<file path="config.mk">
export PLATFORM = sky130hd
export DESIGN_NAME = starfield_stack
export DESIGN_NICKNAME = d
export VERILOG_FILES = /design/src/rtl/starfield_pkg.sv /design/src/rtl/starfield_layer.sv /design/src/rtl/starfield_stack.sv
export SDC_FILE = /design/constraint.sdc
export NUM_CORES = 1
export LEC_CHECK = 0
export BUFFER_PORTS_ARGS = -buffer_cell sky130_fd_sc_hd__buf_2
export CAP_MARGIN = 10
export CORE_MARGIN = 5
export CORE_UTILIZATION = 33
export CTS_CLUSTER_DIAMETER = 200
export DETAILED_ROUTE_END_ITERATION = 6
export PLACE_DENSITY_LB_ADDON = 0.2
export SYNTH_ARGS = -nofsm -noshare
export SYNTH_HDL_FRONTEND = slang
export SYNTH_HIERARCHICAL = 1
export SYNTH_SLANG_ARGS = --single-unit
</file>
<file path="constraint.sdc">
create_clock -name pixel_clock -period 2.15 [get_ports pixel_clock]
set_input_delay 0.215 -clock pixel_clock [delete_from_list [all_inputs] [get_ports pixel_clock]]
set_output_delay 0.215 -clock pixel_clock [all_outputs]
set_load 0.02 [all_outputs]
</file>
<file path="src/rtl/starfield_pkg.sv">
// starfield_pkg: shared constants and the per-layer seed function for the
// starfield generator (LFSR width, Galois tap mask, seed spacing, and the
// non-zero substitute used when a layer seed would otherwise be all zeros).
package starfield_pkg;

  localparam int          LFSR_W    = 21;
  localparam logic [20:0] LFSR_TAPS = 21'h140000;
  localparam logic [20:0] SEED_STEP = 21'h0A5A5;
  localparam logic [20:0] ZERO_SUB  = 21'h00001;
  localparam logic [20:0] ALL_ONES  = 21'h1FFFFF;

  // An all-zero state would lock the LFSR, so it is swapped for ZERO_SUB.
  function automatic logic [20:0] seed(input logic [20:0] base, input int unsigned idx);
    logic [20:0] s;
    s = base ^ 21'(idx * SEED_STEP);
    if (s == '0) s = ZERO_SUB;
    return s;
  endfunction

endpackage

</file>
<file path="src/rtl/starfield_layer.sv">
// starfield_layer: one star layer -- modulo-L pixel counter, 21-bit Galois
// LFSR that reloads its seed slightly early each frame (so the star pattern
// drifts by (IDX+1)*SPEED_STEP pixels per frame), optional twinkle frame
// counter, and the star test.
//   pixel_clock, reset_n (async, active low), frame_start, pause : control
//   star_hit : star test true for the current layer state
//   bright   : star brightness for the current layer state
// Optional feature macro: STARFIELD_TWINKLE_EN (adds the 8-bit frame counter).
module starfield_layer
  import starfield_pkg::*;
#(
  parameter int          WIDTH      = 400,
  parameter int          HEIGHT     = 512,
  parameter int          IDX        = 0,
  parameter int          SPEED_STEP = 1,
  parameter logic [20:0] MASK       = 21'hFFF,
  parameter logic [20:0] BASE_SEED  = 21'h9A9A9
) (
  input  logic       pixel_clock,
  input  logic       reset_n,
  input  logic       frame_start,
  input  logic       pause,
  output logic       star_hit,
  output logic [7:0] bright
);

  localparam int          L      = WIDTH * HEIGHT;
  localparam int          CW     = (L > 1) ? $clog2(L) : 1;
  localparam logic [CW-1:0] LAST   = CW'(L - 1);
  localparam logic [CW-1:0] RELOAD = CW'(L - 1 - (IDX + 1) * SPEED_STEP);
  localparam logic [20:0] SEED   = seed(BASE_SEED, IDX);

  logic [CW-1:0] cnt_q, cnt_d;
  logic [20:0]   lfsr_q, lfsr_d;

  always_comb begin
    cnt_d  = cnt_q;
    lfsr_d = lfsr_q;
    if (frame_start) begin
      cnt_d  = '0;
      lfsr_d = SEED;
    end else if (!pause) begin
      cnt_d  = (cnt_q == LAST) ? '0 : cnt_q + 1'b1;
      // Reloading (IDX+1)*SPEED_STEP pixels before the wrap shifts the
      // whole sequence left by that amount each frame.
      if (cnt_q == RELOAD) lfsr_d = SEED;
      else                 lfsr_d = (lfsr_q >> 1) ^ (lfsr_q[0] ? LFSR_TAPS : '0);
    end
  end

  always_ff @(posedge pixel_clock or negedge reset_n) begin
    if (!reset_n) begin
      cnt_q  <= '0;
      lfsr_q <= SEED;
    end else begin
      cnt_q  <= cnt_d;
      lfsr_q <= lfsr_d;
    end
  end

  assign star_hit = ((lfsr_q | MASK) == ALL_ONES);

`ifdef STARFIELD_TWINKLE_EN
  logic [7:0] frame_ctr_q, frame_ctr_d;

  always_comb begin
    frame_ctr_d = frame_ctr_q;
    if (frame_start)                  frame_ctr_d = '0;
    else if (!pause && cnt_q == LAST) frame_ctr_d = frame_ctr_q + 8'd1;
  end

  always_ff @(posedge pixel_clock or negedge reset_n) begin
    if (!reset_n) frame_ctr_q <= '0;
    else          frame_ctr_q <= frame_ctr_d;
  end

  assign bright = lfsr_q[7:0] ^ {frame_ctr_q[2:0], 5'b0};
`else
  assign bright = lfsr_q[7:0];
`endif

endmodule

</file>
<file path="src/rtl/starfield_stack.sv">
// starfield_stack: layered scrolling starfield. LAYERS starfield_layer
// instances scroll independently; the highest-index enabled layer with a
// star wins and drives a registered grey pixel.
//   pixel_clock, reset_n (async, active low)
//   frame_start : resync all layers to cnt=0 / seed (overrides pause)
//   pause       : freeze layer state
//   layer_en    : per-layer display enable (selection only)
//   pixel_rgb, star_on, pixel_layer : registered outputs, 1-cycle latency
// Optional feature macro: STARFIELD_TWINKLE_EN (see starfield_layer).
module starfield_stack
  import starfield_pkg::*;
#(
  parameter int          WIDTH      = 400,
  parameter int          HEIGHT     = 512,
  parameter int          LAYERS     = 3,
  parameter int          SPEED_STEP = 1,
  parameter logic [20:0] MASK       = 21'hFFF,
  parameter logic [20:0] BASE_SEED  = 21'h9A9A9
) (
  input  logic              pixel_clock,
  input  logic              reset_n,
  input  logic              frame_start,
  input  logic              pause,
  input  logic [LAYERS-1:0] layer_en,
  output logic [23:0]       pixel_rgb,
  output logic              star_on,
  output logic [2:0]        pixel_layer
);

  logic [LAYERS-1:0]      hit;
  logic [LAYERS-1:0][7:0] bright;

  for (genvar g = 0; g < LAYERS; g++) begin : g_layer
    starfield_layer #(
      .WIDTH     (WIDTH),
      .HEIGHT    (HEIGHT),
      .IDX       (g),
      .SPEED_STEP(SPEED_STEP),
      .MASK      (MASK),
      .BASE_SEED (BASE_SEED)
    ) u_layer (
      .pixel_clock(pixel_clock),
      .reset_n    (reset_n),
      .frame_start(frame_start),
      .pause      (pause),
      .star_hit   (hit[g]),
      .bright     (bright[g])
    );
  end

  logic [23:0] pixel_rgb_q, pixel_rgb_d;
  logic        star_on_q, star_on_d;
  logic [2:0]  pixel_layer_q, pixel_layer_d;

  // Ascending scan: a later (nearer) hit overwrites an earlier one.
  always_comb begin
    star_on_d     = 1'b0;
    pixel_layer_d = '0;
    pixel_rgb_d   = '0;
    for (int i = 0; i < LAYERS; i++) begin
      if (layer_en[i] && hit[i]) begin
        star_on_d     = 1'b1;
        pixel_layer_d = 3'(i);
        pixel_rgb_d   = {3{bright[i]}};
      end
    end
  end

  always_ff @(posedge pixel_clock or negedge reset_n) begin
    if (!reset_n) begin
      pixel_rgb_q   <= '0;
      star_on_q     <= 1'b0;
      pixel_layer_q <= '0;
    end else begin
      pixel_rgb_q   <= pixel_rgb_d;
      star_on_q     <= star_on_d;
      pixel_layer_q <= pixel_layer_d;
    end
  end

  assign pixel_rgb   = pixel_rgb_q;
  assign star_on     = star_on_q;
  assign pixel_layer = pixel_layer_q;

endmodule

</file>
==> flow_summary.yaml <==
floorplan:
  start_util: 0.332
  die_x_um: 149
  top_level_ports: 35
  coreArea_um2: 19300
  dieArea_um2: 22300
  rows: 51
  die_y_um: 149
finish:
  antenna_cells: 0
  stdcell_count: 896
  final_cell_mix: "102 x dfrtp_1, 52 x nand2_1, 34 x buf_4"
  syn_to_final_growth_pct: 13.9
  nNetsFinal: 631
  postLayoutCellArea_um2: 7290
  drive_gt1_frac: 0.238
  post-route-util: 0.378
  layout_commonest_cell: "dfrtp_1"
synth:
  yosysTopAreaCellShare: 0.399
  syn-cell-area_um2: 6400
  synth_fa_ha_area_frac: 0.0117
  synth-simple-area-share: 0.178
  yosys.area.top_type: "dfrtp_1"
  synth_compound_area_frac: 0.182
  syn_nets: 614
  synth_area_leaders: "dfrtp_1 40%, dfstp_2 11%, buf_4 4.9%"
  synth_flop_cell: "dfrtp_1"
  synth_cells: 601
  synthXorXnorAreaFrac: 0.0301
  synth_edf_count: 0
  ys_ff_latch: 128
  synth_cell_types: 68
  yosysWarnings: 6
  synthMuxAreaShare: 0.00313
  async_flop_share: 1.00
  synth-seq-area-share: 0.505
  synth_top_family_by_area: "compound AO/OA/AOI/OAI gates"
  syn_area_per_cell_um2: 10.7
power:
  p_per_area_nw_per_um2: 791
  power_leakage_nw: 3.01
  ir_drop_v: 0.000343
  finalPower_mw: 5.77
critical_path:
  cp-start-kind: "flop"
  reg2reg_slack_ps: 110
  worst_setup_path_end_kind: "flop"
  r2r-end: "g_layer[2].u_layer/lfsr_q[11]"
  rr_worst_depth: 4
  cp.required_ps: 2460
  rr_startpoint: "g_layer[2].u_layer/cnt_q[13]"
  critPathMaxFanout: 10
  path_class: "flop to flop"
  setup.worst_path.start: "g_layer[2].u_layer/cnt_q[13]"
  critical_path.endpoint: "g_layer[2].u_layer/lfsr_q[11]"
  cp.arrival_ps: 2350
sta:
  slew_viol_final: 0
  setup_violations: 0
  max_freq_ghz: 0.490
  tightest_slew_ps: 1170
  timing.final.ws_setup_ps: 110
  fin_crit_ps: 2040
  hold_violations: 0
  max-slew-margin-rel: 0.215
  rsz0062_at_grt: "no"
  fin_hold_ws_ps: 80.4
  timing.final.crit_share: 0.949
  skew_ps: 8.47
  setup_tns_ps: 0
clock_tree:
  clock_path_buffers: 2
  cts.sinks: 128
  htree_levels: 4
  cts_buffers: 17
  postCtsSetupRepairBufs: 0
  clk_pin_slew_ps: 70
  root_buffer: "clkbuf_16"
  cts_tree: "built"
  clkLatencyLatePin_ps: 430
global_route:
  met3_usage: 0.0316
  antenna_found_initial: 0
  grt_pass1_wl_um: 23300
  top_usage_layer: "met2"
  gr-usage-all-layers: 0.130
  grtUsageMet2: 0.202
  grt_overflow: 0
  grt_max_degree: 44
  grt_pass1_vias: 4585
  grt_util_met1: 0.176
routing:
  drc: 0
  vias: 4647
  drt-wirelength-per-cell_um: 15.3
  first_pass_iters: 4
  postRouteAntennaNets: 0
  drt-vias-per-instance: 5.19
  finalWirelength_um: 13700
  drtIter0Drc: 244
status:
  status: "completed"
hold_path:
  hp-class: "input pin to flop"
  hold_depth: 3
placement:
  gp_congestion: 0.764
  place_hpwl_um: 9280
  place_area_um2: 6690
  io_buffer_count: 33
  dp_slack_ps: 114
  dp.cells: 863
run:
  cap_viol_max_count: 0
[synthesized netlist by cell type, drive strengths merged (14+ instances only)]
cell type and n:
a22o 20, a32o 15, buf 57, clkbuf 14, dfrtp 102, dfstp 26
inv 16, nand2 52, nand3 20, nand4 22, nor2 32, o21ai 30
o22a 20, xnor2 17
[worst min-delay path by stage]
stage                      startpoint                       endpoint  slack, ps
after global routing      layer_en[0]                        star_on         80
after detailed placement      reset_n  g_layer[2].u_layer/lfsr_q[12]        270
after global placement        reset_n  g_layer[2].u_layer/lfsr_q[12]        260
final                     layer_en[1]                        star_on         80
after floorplan               reset_n    g_layer[0].u_layer/cnt_q[0]        -80
after CTS                 layer_en[1]                        star_on         70
[report_power, final]
part	internal (mW)	switching [mW]	total [mW]	leakage, nW
Combinational	0.116	0.178	0.294	1.05
Sequential	2.51	0.0720	2.59	1.67
Clock	1.65	1.24	2.89	0.290
[registers in the layout, indices dropped and copies added (netlist names)]
name	count
g_layer.u_layer/lfsr_q	63
g_layer.u_layer/cnt_q	54
star_on	1
pixel_layer	2
pixel_rgb	8
[cell type report]
type | instances | area (µm²)
Tap cell | 265 | 332
Fill cell | 1895 | 12000
Inverter | 16 | 60.1
Timing Repair Buffer | 69 | 465
Clock inverter | 15 | 169
Multi-Input combinational cell | 386 | 2600
Sequential cell | 128 | 3240
Clock buffer | 17 | 425
[critical path: stages (launching register included)]
cell and delay (ps):
dfrtp_1 380, or4b_1 530, or4_4 460, o21a_1 330, a22o_1 230
[timing repair]
action,in CTS,in global routing
hold endpoints to repair,29,0
hold buffers,1,0
endpoints found under the setup margin,0,3
gates resized for setup,0,2
[layer usage]
metal | vias up | part of all wire
li1 | 2253 | -
met1 | 2291 | 0.49
met2 | 88 | 0.46
met3 | 15 | 0.035
met4 | 0 | 0.017
met5 | - | 0
[logic make-up after synthesis]
kind of cell	Yosys count
flip-flops	128
other	1
adder cells (fa/ha/maj)	6
multiplexers	2
AND/OR/NAND/NOR	205
XOR/XNOR	22
AO/OA/AOI/OAI	150
buffers and inverters	87
Power figures use the tool's default switching activity.
